File: src/rtl/mastermind_pkg.sv
// ----------------------------------------------------------------------------
// mastermind_pkg
// Shared types and constants for the Mastermind round tracker slice.
//   - default game parameters (guess budget, pegs per code)
//   - field widths for colours, peg counts and packed guesses
//   - round-tracker state enum
//   - history entry layout {guess, red, white}
// ----------------------------------------------------------------------------
package mastermind_pkg;

    localparam int MAX_GUESSES_DEF = 8;
    localparam int PEGS_DEF        = 4;

    localparam int COLOR_W    = 3;             // one peg colour
    localparam int GUESS_W    = 12;            // four colours, slot 1 in [2:0]
    localparam int CNT_W      = 3;             // red / white peg counts
    localparam int GCOUNT_W   = 4;             // guesses scored this game
    localparam int HIST_DEPTH = 8;             // one entry per possible guess
    localparam int HIST_IDX_W = $clog2(HIST_DEPTH);

    typedef enum logic [1:0] {
        PLAY  = 2'd0,
        CHECK = 2'd1,
        WIN   = 2'd2,
        LOSE  = 2'd3
    } state_e;

    typedef struct packed {
        logic [GUESS_W-1:0] guess;
        logic [CNT_W-1:0]   red;
        logic [CNT_W-1:0]   white;
    } hist_entry_t;

endpackage

File: src/rtl/mastermind_round_tracker_if.sv
// ----------------------------------------------------------------------------
// mastermind_round_tracker_if
// Result channel between the peg scorer and the round tracker.
//   result_valid : one-cycle pulse, red/white/guess valid this cycle
//   red, white   : peg counts of the scored guess
//   guess        : the scored guess, four 3-bit colours
//   guess_en     : tracker -> upstream, high while a new guess may be entered
// Modports: master = scorer side, slave = tracker side.
// ----------------------------------------------------------------------------
interface mastermind_round_tracker_if;

    logic                                 result_valid;
    logic [mastermind_pkg::CNT_W-1:0]     red;
    logic [mastermind_pkg::CNT_W-1:0]     white;
    logic [mastermind_pkg::GUESS_W-1:0]   guess;
    logic                                 guess_en;

    modport master (
        output result_valid, red, white, guess,
        input  guess_en
    );

    modport slave (
        input  result_valid, red, white, guess,
        output guess_en
    );

endinterface

File: src/rtl/mastermind_history.sv
// ----------------------------------------------------------------------------
// mastermind_history
// 8 x 18 register file holding one {guess, red, white} entry per round.
// Compiled only when MASTERMIND_HISTORY_EN is defined.
//   clk, resetn : clock, synchronous active-low reset
//   clear       : marks every entry empty (new game)
//   wr_en/idx/data : single write port
//   rd_idx      : read index; rd_data is registered (one-cycle latency)
// Empty entries read as zero. A write and a read of the same index in the
// same cycle return the newly written entry.
// ----------------------------------------------------------------------------
`ifdef MASTERMIND_HISTORY_EN
module mastermind_history
    import mastermind_pkg::*;
(
    input  logic                  clk,
    input  logic                  resetn,
    input  logic                  clear,
    input  logic                  wr_en,
    input  logic [HIST_IDX_W-1:0] wr_idx,
    input  hist_entry_t           wr_data,
    input  logic [HIST_IDX_W-1:0] rd_idx,
    output hist_entry_t           rd_data
);

    hist_entry_t           mem_q [HIST_DEPTH];
    logic [HIST_DEPTH-1:0] valid_q, valid_d;
    hist_entry_t           rd_q, rd_d;

    always_comb begin
        valid_d = valid_q;
        rd_d    = '0;
        if (clear) begin
            valid_d = '0;
        end else begin
            if (wr_en) valid_d[wr_idx] = 1'b1;
            // Same-index write bypasses the array so the reader sees it now.
            if (wr_en && (wr_idx == rd_idx))
                rd_d = wr_data;
            else if (valid_q[rd_idx])
                rd_d = mem_q[rd_idx];
        end
    end

    always_ff @(posedge clk) begin
        if (!resetn) begin
            valid_q <= '0;
            rd_q    <= '0;
        end else begin
            valid_q <= valid_d;
            rd_q    <= rd_d;
        end
    end

    // NOTE: the storage array has no reset; the valid bits alone decide
    // whether an entry is visible, so stale contents never leak out.
    always_ff @(posedge clk) begin
        if (wr_en) mem_q[wr_idx] <= wr_data;
    end

    assign rd_data = rd_q;

endmodule
`endif

File: src/rtl/mastermind_round_tracker.sv
// ----------------------------------------------------------------------------
// mastermind_round_tracker
// Downstream of the peg scorer: counts scored guesses, decides win/loss,
// holds the last result for the displays and gates upstream guess entry.
// Optional history file (macro MASTERMIND_HISTORY_EN) lets the player page
// back through earlier rounds; without it hist_* are tied to zero.
// Ports:
//   clk, resetn   : clock, synchronous active-low reset
//   new_game      : one-cycle pulse, restarts the game from any state
//   res_if        : result channel (slave), carries guess_en back upstream
//   hist_sel      : history index to display
//   guess_count   : guesses scored this game (saturates at MAX_GUESSES)
//   win, lose     : terminal outcome flags
//   disp_red/white: last accepted result
//   hist_guess/red/white : registered history read at hist_sel
// ----------------------------------------------------------------------------
module mastermind_round_tracker
    import mastermind_pkg::*;
#(
    parameter int MAX_GUESSES = MAX_GUESSES_DEF,   // legal 1..8
    parameter int PEGS        = PEGS_DEF
) (
    input  logic                   clk,
    input  logic                   resetn,
    input  logic                   new_game,
    mastermind_round_tracker_if.slave res_if,
    input  logic [HIST_IDX_W-1:0]  hist_sel,
    output logic [GCOUNT_W-1:0]    guess_count,
    output logic                   win,
    output logic                   lose,
    output logic [CNT_W-1:0]       disp_red,
    output logic [CNT_W-1:0]       disp_white,
    output logic [GUESS_W-1:0]     hist_guess,
    output logic [CNT_W-1:0]       hist_red,
    output logic [CNT_W-1:0]       hist_white
);

    state_e                state_q, state_d;
    logic [GCOUNT_W-1:0]   count_q, count_d;
    logic [CNT_W-1:0]      disp_red_q, disp_red_d;
    logic [CNT_W-1:0]      disp_white_q, disp_white_d;
    logic                  guess_en_q, guess_en_d;
    logic                  win_q, win_d;
    logic                  lose_q, lose_d;
    logic                  accept;

    // A result is taken only in PLAY and only if no restart is pending.
    assign accept = (state_q == PLAY) && res_if.result_valid && !new_game;

    // NOTE: every always_comb output gets a default first, so no path
    // leaves a signal unassigned and no latch is inferred.
    always_comb begin
        state_d      = state_q;
        count_d      = count_q;
        disp_red_d   = disp_red_q;
        disp_white_d = disp_white_q;

        unique case (state_q)
            PLAY: begin
                if (accept) begin
                    disp_red_d   = res_if.red;
                    disp_white_d = res_if.white;
                    count_d      = count_q + GCOUNT_W'(1);
                    state_d      = CHECK;
                end
            end
            CHECK: begin
                // Win is tested first so a win on the last guess is a win.
                if (disp_red_q == CNT_W'(PEGS))
                    state_d = WIN;
                else if (count_q == GCOUNT_W'(MAX_GUESSES))
                    state_d = LOSE;
                else
                    state_d = PLAY;
            end
            WIN, LOSE: state_d = state_q;
            default:   state_d = PLAY;
        endcase

        if (new_game) begin
            state_d      = PLAY;
            count_d      = '0;
            disp_red_d   = '0;
            disp_white_d = '0;
        end

        // Outputs are registered from the next state, so they change on the
        // same edge as the state itself.
        guess_en_d = (state_d == PLAY);
        win_d      = (state_d == WIN);
        lose_d     = (state_d == LOSE);
    end

    // NOTE: sequential state uses non-blocking assignments only, so every
    // flop samples the pre-edge value of every other flop.
    always_ff @(posedge clk) begin
        if (!resetn) begin
            state_q      <= PLAY;
            count_q      <= '0;
            disp_red_q   <= '0;
            disp_white_q <= '0;
            guess_en_q   <= 1'b1;
            win_q        <= 1'b0;
            lose_q       <= 1'b0;
        end else begin
            state_q      <= state_d;
            count_q      <= count_d;
            disp_red_q   <= disp_red_d;
            disp_white_q <= disp_white_d;
            guess_en_q   <= guess_en_d;
            win_q        <= win_d;
            lose_q       <= lose_d;
        end
    end

    assign res_if.guess_en = guess_en_q;
    assign guess_count     = count_q;
    assign win             = win_q;
    assign lose            = lose_q;
    assign disp_red        = disp_red_q;
    assign disp_white      = disp_white_q;

`ifdef MASTERMIND_HISTORY_EN
    hist_entry_t hist_wr_data;
    hist_entry_t hist_rd_data;

    assign hist_wr_data = '{guess: res_if.guess, red: res_if.red, white: res_if.white};

    // In PLAY count_q < MAX_GUESSES <= 8, so its low bits are the next slot.
    mastermind_history u_history (
        .clk     (clk),
        .resetn  (resetn),
        .clear   (new_game),
        .wr_en   (accept),
        .wr_idx  (count_q[HIST_IDX_W-1:0]),
        .wr_data (hist_wr_data),
        .rd_idx  (hist_sel),
        .rd_data (hist_rd_data)
    );

    assign hist_guess = hist_rd_data.guess;
    assign hist_red   = hist_rd_data.red;
    assign hist_white = hist_rd_data.white;
`else
    // No storage: the selector and the guess word have no consumer.
    logic unused_hist_inputs;
    assign unused_hist_inputs = ^{hist_sel, res_if.guess};

    assign hist_guess = '0;
    assign hist_red   = '0;
    assign hist_white = '0;
`endif

endmodule

File: src/flat_wrapper.sv
// flat-port wrapper written by rule: the top's interface ports become plain ports
module mastermind_round_tracker_flat import mastermind_pkg::*;
#(
    parameter int MAX_GUESSES = MAX_GUESSES_DEF,                
    parameter int PEGS        = PEGS_DEF
)
  (clk, resetn, new_game, hist_sel, guess_count, win, lose, disp_red, disp_white, hist_guess, hist_red, hist_white, res_if_result_valid, res_if_red, res_if_white, res_if_guess, res_if_guess_en);
  mastermind_round_tracker_if res_if_i ();
  input  logic clk;
  input  logic resetn;
  input  logic new_game;
  input  logic [HIST_IDX_W-1:0] hist_sel;
  output logic [GCOUNT_W-1:0] guess_count;
  output logic win;
  output logic lose;
  output logic [CNT_W-1:0] disp_red;
  output logic [CNT_W-1:0] disp_white;
  output logic [GUESS_W-1:0] hist_guess;
  output logic [CNT_W-1:0] hist_red;
  output logic [CNT_W-1:0] hist_white;
  input wire logic [$bits(res_if_i.result_valid)-1:0] res_if_result_valid;
  input wire logic [$bits(res_if_i.red)-1:0] res_if_red;
  input wire logic [$bits(res_if_i.white)-1:0] res_if_white;
  input wire logic [$bits(res_if_i.guess)-1:0] res_if_guess;
  output wire logic [$bits(res_if_i.guess_en)-1:0] res_if_guess_en;
  assign res_if_i.result_valid = res_if_result_valid;
  assign res_if_i.red = res_if_red;
  assign res_if_i.white = res_if_white;
  assign res_if_i.guess = res_if_guess;
  assign res_if_guess_en = res_if_i.guess_en;
  mastermind_round_tracker #(.MAX_GUESSES(MAX_GUESSES), .PEGS(PEGS)) u_core (.clk(clk), .resetn(resetn), .new_game(new_game), .res_if(res_if_i), .hist_sel(hist_sel), .guess_count(guess_count), .win(win), .lose(lose), .disp_red(disp_red), .disp_white(disp_white), .hist_guess(hist_guess), .hist_red(hist_red), .hist_white(hist_white));
endmodule
File: config.mk
export PLATFORM = sky130hd
export DESIGN_NAME = mastermind_round_tracker_flat
export DESIGN_NICKNAME = d
export VERILOG_FILES = /design/src/rtl/mastermind_pkg.sv /design/src/rtl/mastermind_round_tracker_if.sv /design/src/rtl/mastermind_history.sv /design/src/rtl/mastermind_round_tracker.sv /design/src/flat_wrapper.sv
export SDC_FILE = /design/constraint.sdc
export NUM_CORES = 1
export LEC_CHECK = 0
export CAP_MARGIN = 0
export CORE_MARGIN = 8
export CORE_UTILIZATION = 37
export CTS_BUF_LIST = sky130_fd_sc_hd__clkbuf_4 sky130_fd_sc_hd__clkbuf_8
export DETAILED_ROUTE_END_ITERATION = 8
export HOLD_SLACK_MARGIN = 0.12
export PLACE_DENSITY = 0.87
export SETUP_SLACK_MARGIN = 0.5
export SLEW_MARGIN = 25
export SYNTH_ARGS = -nofsm -noshare
export SYNTH_HDL_FRONTEND = slang
export SYNTH_SLANG_ARGS = --single-unit
File: constraint.sdc
create_clock -name clk -period 3.9 [get_ports clk]
set_input_delay 0.78 -clock clk [delete_from_list [all_inputs] [get_ports clk]]
set_output_delay 0.78 -clock clk [all_outputs]
set_load 0.005 [all_outputs]
==> results of run 1 <==
-- registers in the layout, summed over array words and instances, names as in the netlist --
name                    flops
u_core.disp_red             3
u_core.guess_count          4
u_core.state_q              2
u_core.lose                 1
u_core.disp_white           3
u_core.win                  1
u_core.res_if.guess_en      1
-- worst max-delay path, delay by kind of cell --
kind	cells	cell delay, ps
simple gates	2	1100
buf+inv	1	500
compound gates	1	140
-- layout make-up --
cell class              instances  share of cell area
clock buffers                   4              0.0315
inverters                       4              0.0158
multi-input cells              66               0.371
flip-flops and latches         15               0.315
well taps                      27              0.0355
repair buffers                 22               0.231
-- power breakdown --
group          total (mW)  internal [mW]  switching [mW]
clock              0.0957         0.0467          0.0490
combinational      0.0327         0.0162          0.0165
sequential          0.158          0.156         0.00191
-- Yosys cell counts --
| cell type | n |
|---|---|
| or4b_1 | 1 |
| nand2_1 | 17 |
| nand4b_1 | 1 |
| o311a_1 | 1 |
| o21ba_2 | 1 |
| or2_2 | 1 |
| o221a_2 | 1 |
| nor4b_2 | 1 |
| nand2b_1 | 1 |
| clkbuf_1 | 2 |
| o21ai_0 | 2 |
| a21oi_1 | 10 |
| inv_1 | 4 |
| dfxtp_1 | 15 |
| ha_1 | 2 |
| and3b_1 | 1 |
| conb_1 | 1 |
| nor2b_1 | 1 |
| or3_1 | 2 |
| o21a_1 | 1 |
| nand3_1 | 1 |
| nor3b_1 | 2 |
| nor2_1 | 1 |
| buf_4 | 18 |
-- cells by family after synthesis --
group,after synthesis
flops,15
other cells,1
fa+ha+maj,2
simple gates,30
buf+inv,24
compound gates,16
-- metrics by stage --
stage / util / hold slack (ps) / power (mW) / worst slack [ps]
floorplan: - / 453 / 0.189 / 2070
global placement: 0.475 / 447 / 0.192 / 1330
detailed placement: 0.475 / 449 / 0.193 / 1290
CTS: 0.490 / 461 / 0.287 / 1580
global route: 0.490 / 505 / 0.301 / 1520
finish: 0.490 / 460 / 0.286 / 1580
-- path summary, 6_finish.rpt --
check,slack [ps],to,start
setup / recovery,1580,u_core.guess_count[3]$_SDFFE_PP0P_,new_game
hold / removal,460,u_core.disp_white[2]$_SDFFE_PP0P_,u_core.disp_white[2]$_SDFFE_PP0P_
setup reg to reg,2200,u_core.guess_count[3]$_SDFFE_PP0P_,u_core.state_q[1]$_SDFF_PN0_
hold reg to reg,460,u_core.disp_white[2]$_SDFFE_PP0P_,u_core.disp_white[2]$_SDFFE_PP0P_
-- metal layers --
layer | global-route usage | wire (um) | vias to the layer above
li1 | - | - | 302
met1 | 0.0841 | 630 | 282
met2 | 0.169 | 864 | 24
met3 | 0.0212 | 112 | 4
met4 | 0.0698 | 40 | 0
met5 | 0 | 0 | -
==> metrics.md, run 1 <==
| Metric | Value |
|---|---|
| Status | `finished, final reports clean` |
| Die ar. | `3710 um2` |
| Synth unique cells | `24` |
| Mux cell area share after synthesis | `0` |
| FF+latch count, synth | `15` |
| Clock Skews | `0.510 ps` |
| WP data arrival | `2530 ps` |
| Share of the synthesized area in the top cell type | `0.402` |
| Antenna cells | `0` |
| Multi-input combinational cell area | `353 um2` |
| Setup_tns | `0 ps` |
| Design area | `952 um2` |
| Max Clock Freq | `0.432 GHz` |
| WS Path Type | `in -> reg` |
| Nets@finish | `139` |
| Routed len/inst | `11.9 um` |
| Detailed Route Iter0 Violations | `6` |
| RSZ-0062 raised after global routing | `false` |
| Detailed Routing Iterations Pass 1 | `5` |
| Final setup vio count | `0` |
| Post-route DRC | `0` |
| First-pass GRT wire length | `2460 um` |
| Tmin final | `2320 ps` |
| Syn Inst Count | `88` |
| Final RePlAce weighted congestion | `0.755` |
| WHS Path Cells | `2` |
| Routed WL | `1650 um` |
| Layout cells sized above 1 | `0.0721` |
| Clk buf depth | `2` |
| CTS tree | `yes` |
| Hold buffer count at cts | `0` |
| CP Capture Type | `register` |
| PD cells | `300 nW/um2` |
| Worst hold path class | `reg -> reg` |
| Slew Limit Fails | `0` |
| Most common cell after layout, fill and taps aside | `clkdlybuf4s50_1` |
| Die height | `60.9 um` |
| Post-Synth Simple-Gate Area | `0.216` |
| Post_cts resized | `0` |
| Vias per inst | `4.43` |
| Post-CTS Setup Bufs | `0` |
| Fill cells | `200` |
| Core area | `1940 um2` |
| Final hold vios | `0` |
| Post-route ant nets | `0` |
| Main combinational cell family by area after synthesis | `simple AND/OR/NAND/NOR gates` |
| Clk_lat worst skew | `280 ps` |
| Global Route Usage Sum | `0.0913` |
| DIE WIDTH | `60.9 um` |
| Sequential Area | `300 um2` |
| Via count | `612` |
| Synth top area cells | `dfxtp_1 (40%), buf_4 (18%), nand2_1 (8.5%)` |
| Port Buf Inserts | `22` |
| Clock transition at path regs | `90 ps` |
| DP Area | `922 um2` |
| Root Buffer Master | `clkbuf_4` |
| Crit-path max cell delay | `690 ps` |
| Reg2Reg Depth | `3` |
| XOR/XNOR Fraction of Synth Area | `0` |
| Worst EP required | `4110 ps` |
| Tcrit/Tclk final | `0.594` |
| Non-Filler Instances | `138` |
| Most frequent cells in the layout | `clkdlybuf4s50_1 (22), conb_1 (18), nand2_1 (17)` |
| Synth Area in Adders | `0.0335` |
| Maximum vdd drop | `0.000242 V` |
| Max_cap viols | `0` |
| Initial Util | `0.385` |
| Post-synth top area cell | `dfxtp_1` |
| Worst Tran Pin Value | `709 ps` |
| Ports | `56` |
| Grt ovf | `0` |
| H-tree depth | `1` |
| Vias in the first global route | `588` |
| CP Cell Sequence | `clkdlybuf4s50_1 -> or4b_1 -> or3_1 -> a21oi_1` |
| Mean post-synth cell area | `8.49 um2` |
| CP max-delay cell | `or4b_1` |
| Post-synthesis sequential area ratio | `0.402` |
| Worst-path maximum fanout | `12` |
| FP Rows | `16` |
| Mapped Area | `747 um2` |
| Slew headroom | `0.526` |
| Placed cell count | `134` |
| Clk sink count | `15` |
| Syn-to-layout area delta | `27.5%` |
| Largest net degree at the start of global routing | `13` |
| CTS buffer count | `3` |
| Leak | `0.376 nW` |
| DP HPWL | `1310 um` |
| Initial antenna violation count | `0` |
| CP Launch Type | `input port` |
| Synth Area in Compound Gates | `0.132` |
| Synth Warn # | `0` |
No activity file was read; power rests on OpenSTA's default activity.
==> run 2, diff against run 1 <==
- CORE_ASPECT_RATIO: default -> 1.75
- CORE_UTILIZATION: 37 -> 31
- PLACE_DENSITY: 0.87 -> 0.77
- clock period: 3.9 -> 2.1 ns (I/O delays scaled with it)
==> run 2 against run 1 <==
  * Count of clock-buffer cells in the layout down 1
  * Routed wire length up 3.4%
  * Non-clock buffer count up 4
  * Global-route usage down 0.77 points
  * Core utilization down 5.5 points
  * Sequential power up 85%
  * Register-to-register slack worse by 1600 ps
  * Worst hold slack worse by 3.4 ps
  * Combinational power up 100%
  * Worst setup slack worse by 1000 ps
==> metrics.md, run 2 (same netlist as run 1, synthesis figures left out) <==
| Metric | Value |
|---|---|
| Post-route ant nets | `0` |
| Post-CTS Setup Bufs | `0` |
| Post-route DRC | `0` |
| Final hold vios | `0` |
| CP max-delay cell | `clkdlybuf4s50_1` |
| Die ar. | `4300 um2` |
| Root Buffer Master | `clkbuf_8` |
| Pwr Total | `591 uW` |
| Final setup vio count | `0` |
| FP Rows | `23` |
| Clk buf depth | `2` |
| Maximum vdd drop | `0.000563 V` |
| Clock Skews | `0.672 ps` |
| Worst EP required | `1680 ps` |
| DP HPWL | `1340 um` |
| Vias per inst | `4.53` |
| Syn-to-layout area delta | `34.2%` |
| WS Path Type | `reg -> out` |
| Tcrit/Tclk final | `0.738` |
| Met2 routed WL | `817 um` |
| Max Clock Freq | `0.645 GHz` |
| Max_cap viols | `0` |
| Worst hold path class | `reg -> reg` |
| Met1 Routed Length | `658 um` |
| DIE WIDTH | `53.1 um` |
| Worst-path maximum fanout | `5` |
| First-pass GRT wire length | `2710 um` |
| Routed WL | `1700 um` |
| Largest net degree at the start of global routing | `13` |
| Vias in the first global route | `669` |
| CTS buffer count | `3` |
| Leak | `0.431 nW` |
| Detailed Route Iter0 Violations | `17` |
| Clk sink count | `15` |
| Status | `finished, final reports clean` |
| Grt ovf | `0` |
| Final RePlAce weighted congestion | `0.750` |
| Clk pwr share | `0.392` |
| Nets@finish | `143` |
| Clock transition at path regs | `60 ps` |
| Crit-path max cell delay | `520 ps` |
| CP Capture Type | `output port` |
| WP data arrival | `1130 ps` |
| Port Buf Inserts | `22` |
| Global Route Usage Sum | `0.0836` |
| Die height | `80.9 um` |
| Max reg flops | `4` |
| Fill cells | `246` |
| RSZ-0062 raised after global routing | `false` |
| CTS tree | `yes` |
| Via count | `634` |
| Hold buffer count at cts | `0` |
| Worst path bufs/invs | `1` |
| H-tree depth | `1` |
| CP Launch Type | `register` |
| Most frequent cells in the layout | `conb_1 (18), clkdlybuf4s50_1 (18), nand2_1 (17)` |
| Flop pwr share | `0.496` |
| Combinational cell fraction of total power | `0.112` |
| Met3 routed WL | `214 um` |
| Sw Share | `0.230` |
| Core area | `2300 um2` |
| Reg2Reg Setup Slack | `640 ps` |
| Internal power | `456 uW` |
| P_sw | `136 uW` |
| Cell family with most CP delay | `buffers and inverters` |
| Antenna cells | `0` |
| Initial Util | `0.324` |
| Detailed Routing Iterations Pass 1 | `4` |
| Routed len/inst | `12.2 um` |
| Tmin final | `1550 ps` |
| Highest Signal Layer | `met4` |
| Initial antenna violation count | `0` |
| Slew Limit Fails | `0` |
| Ports | `56` |
| Layout cells sized above 1 | `0.139` |
| Clk_lat worst skew | `250 ps` |
| PD cells | `590 nW/um2` |
| Setup_tns | `0 ps` |
| CP Cell Sequence | `clkdlybuf4s50_1` |
run 2: final timing paths:
kind                                 startpoint                                  to  cells after the start
max          u_core.guess_count[3]$_SDFFE_PP0P_                      guess_count[3]                      1
min           u_core.disp_white[2]$_SDFFE_PP0P_   u_core.disp_white[2]$_SDFFE_PP0P_                      2
max reg2reg        u_core.state_q[0]$_SDFF_PN0_  u_core.guess_count[3]$_SDFFE_PP0P_                      3
min reg2reg   u_core.disp_white[2]$_SDFFE_PP0P_   u_core.disp_white[2]$_SDFFE_PP0P_                      2
run 2: power by group through the flow:
stage / registers [mW] / logic, mW / clock network, mW
global route: 0.294 / 0.0744 / 0.270
floorplan: 0.299 / 0.0525 / 0
detailed placement: 0.299 / 0.0652 / 0
CTS: 0.293 / 0.0652 / 0.240
finish: 0.293 / 0.0662 / 0.232
global placement: 0.299 / 0.0644 / 0
run 2: layer usage:
| layer | up-vias | track usage |
|---|---|---|
| met2 | 37 | 0.127 |
| met5 | - | 0 |
| met1 | 280 | 0.0838 |
| li1 | 313 | - |
| met3 | 4 | 0.0420 |
| met4 | 0 | 0.0635 |
run 2: repair_timing:
item | CTS | global route
pin swaps | 1 | 0
endpoints found under the setup margin | 14 | 2
gates resized for setup | 7 | 2
run 2: final cells by class:
type,instances,area (um2),share of cell area
Multi-Input combinational cell,66,357,0.356
Sequential cell,15,304,0.303
Timing Repair Buffer,26,249,0.248
Clock buffer,3,41.3,0.0412
Tap cell,25,31.3,0.0312
Inverter,4,15.0,0.0150
Clock inverter,1,5.00,0.00499
run 2: through the flow:
| stage | hold WS (ps) | utilization | std cells | worst slack [ps] | cell area [um2] |
|---|---|---|---|---|---|
| after floorplan | 453 | - | 105 | 634 | 811 |
| after global routing | 486 | 0.435 | 140 | 508 | 1000 |
| after global placement | 449 | 0.413 | 136 | 78.2 | 950 |
| after detailed placement | 448 | 0.413 | 136 | 69.3 | 950 |
| final | 457 | 0.435 | 140 | 550 | 1000 |
| after CTS | 459 | 0.434 | 140 | 536 | 1000 |
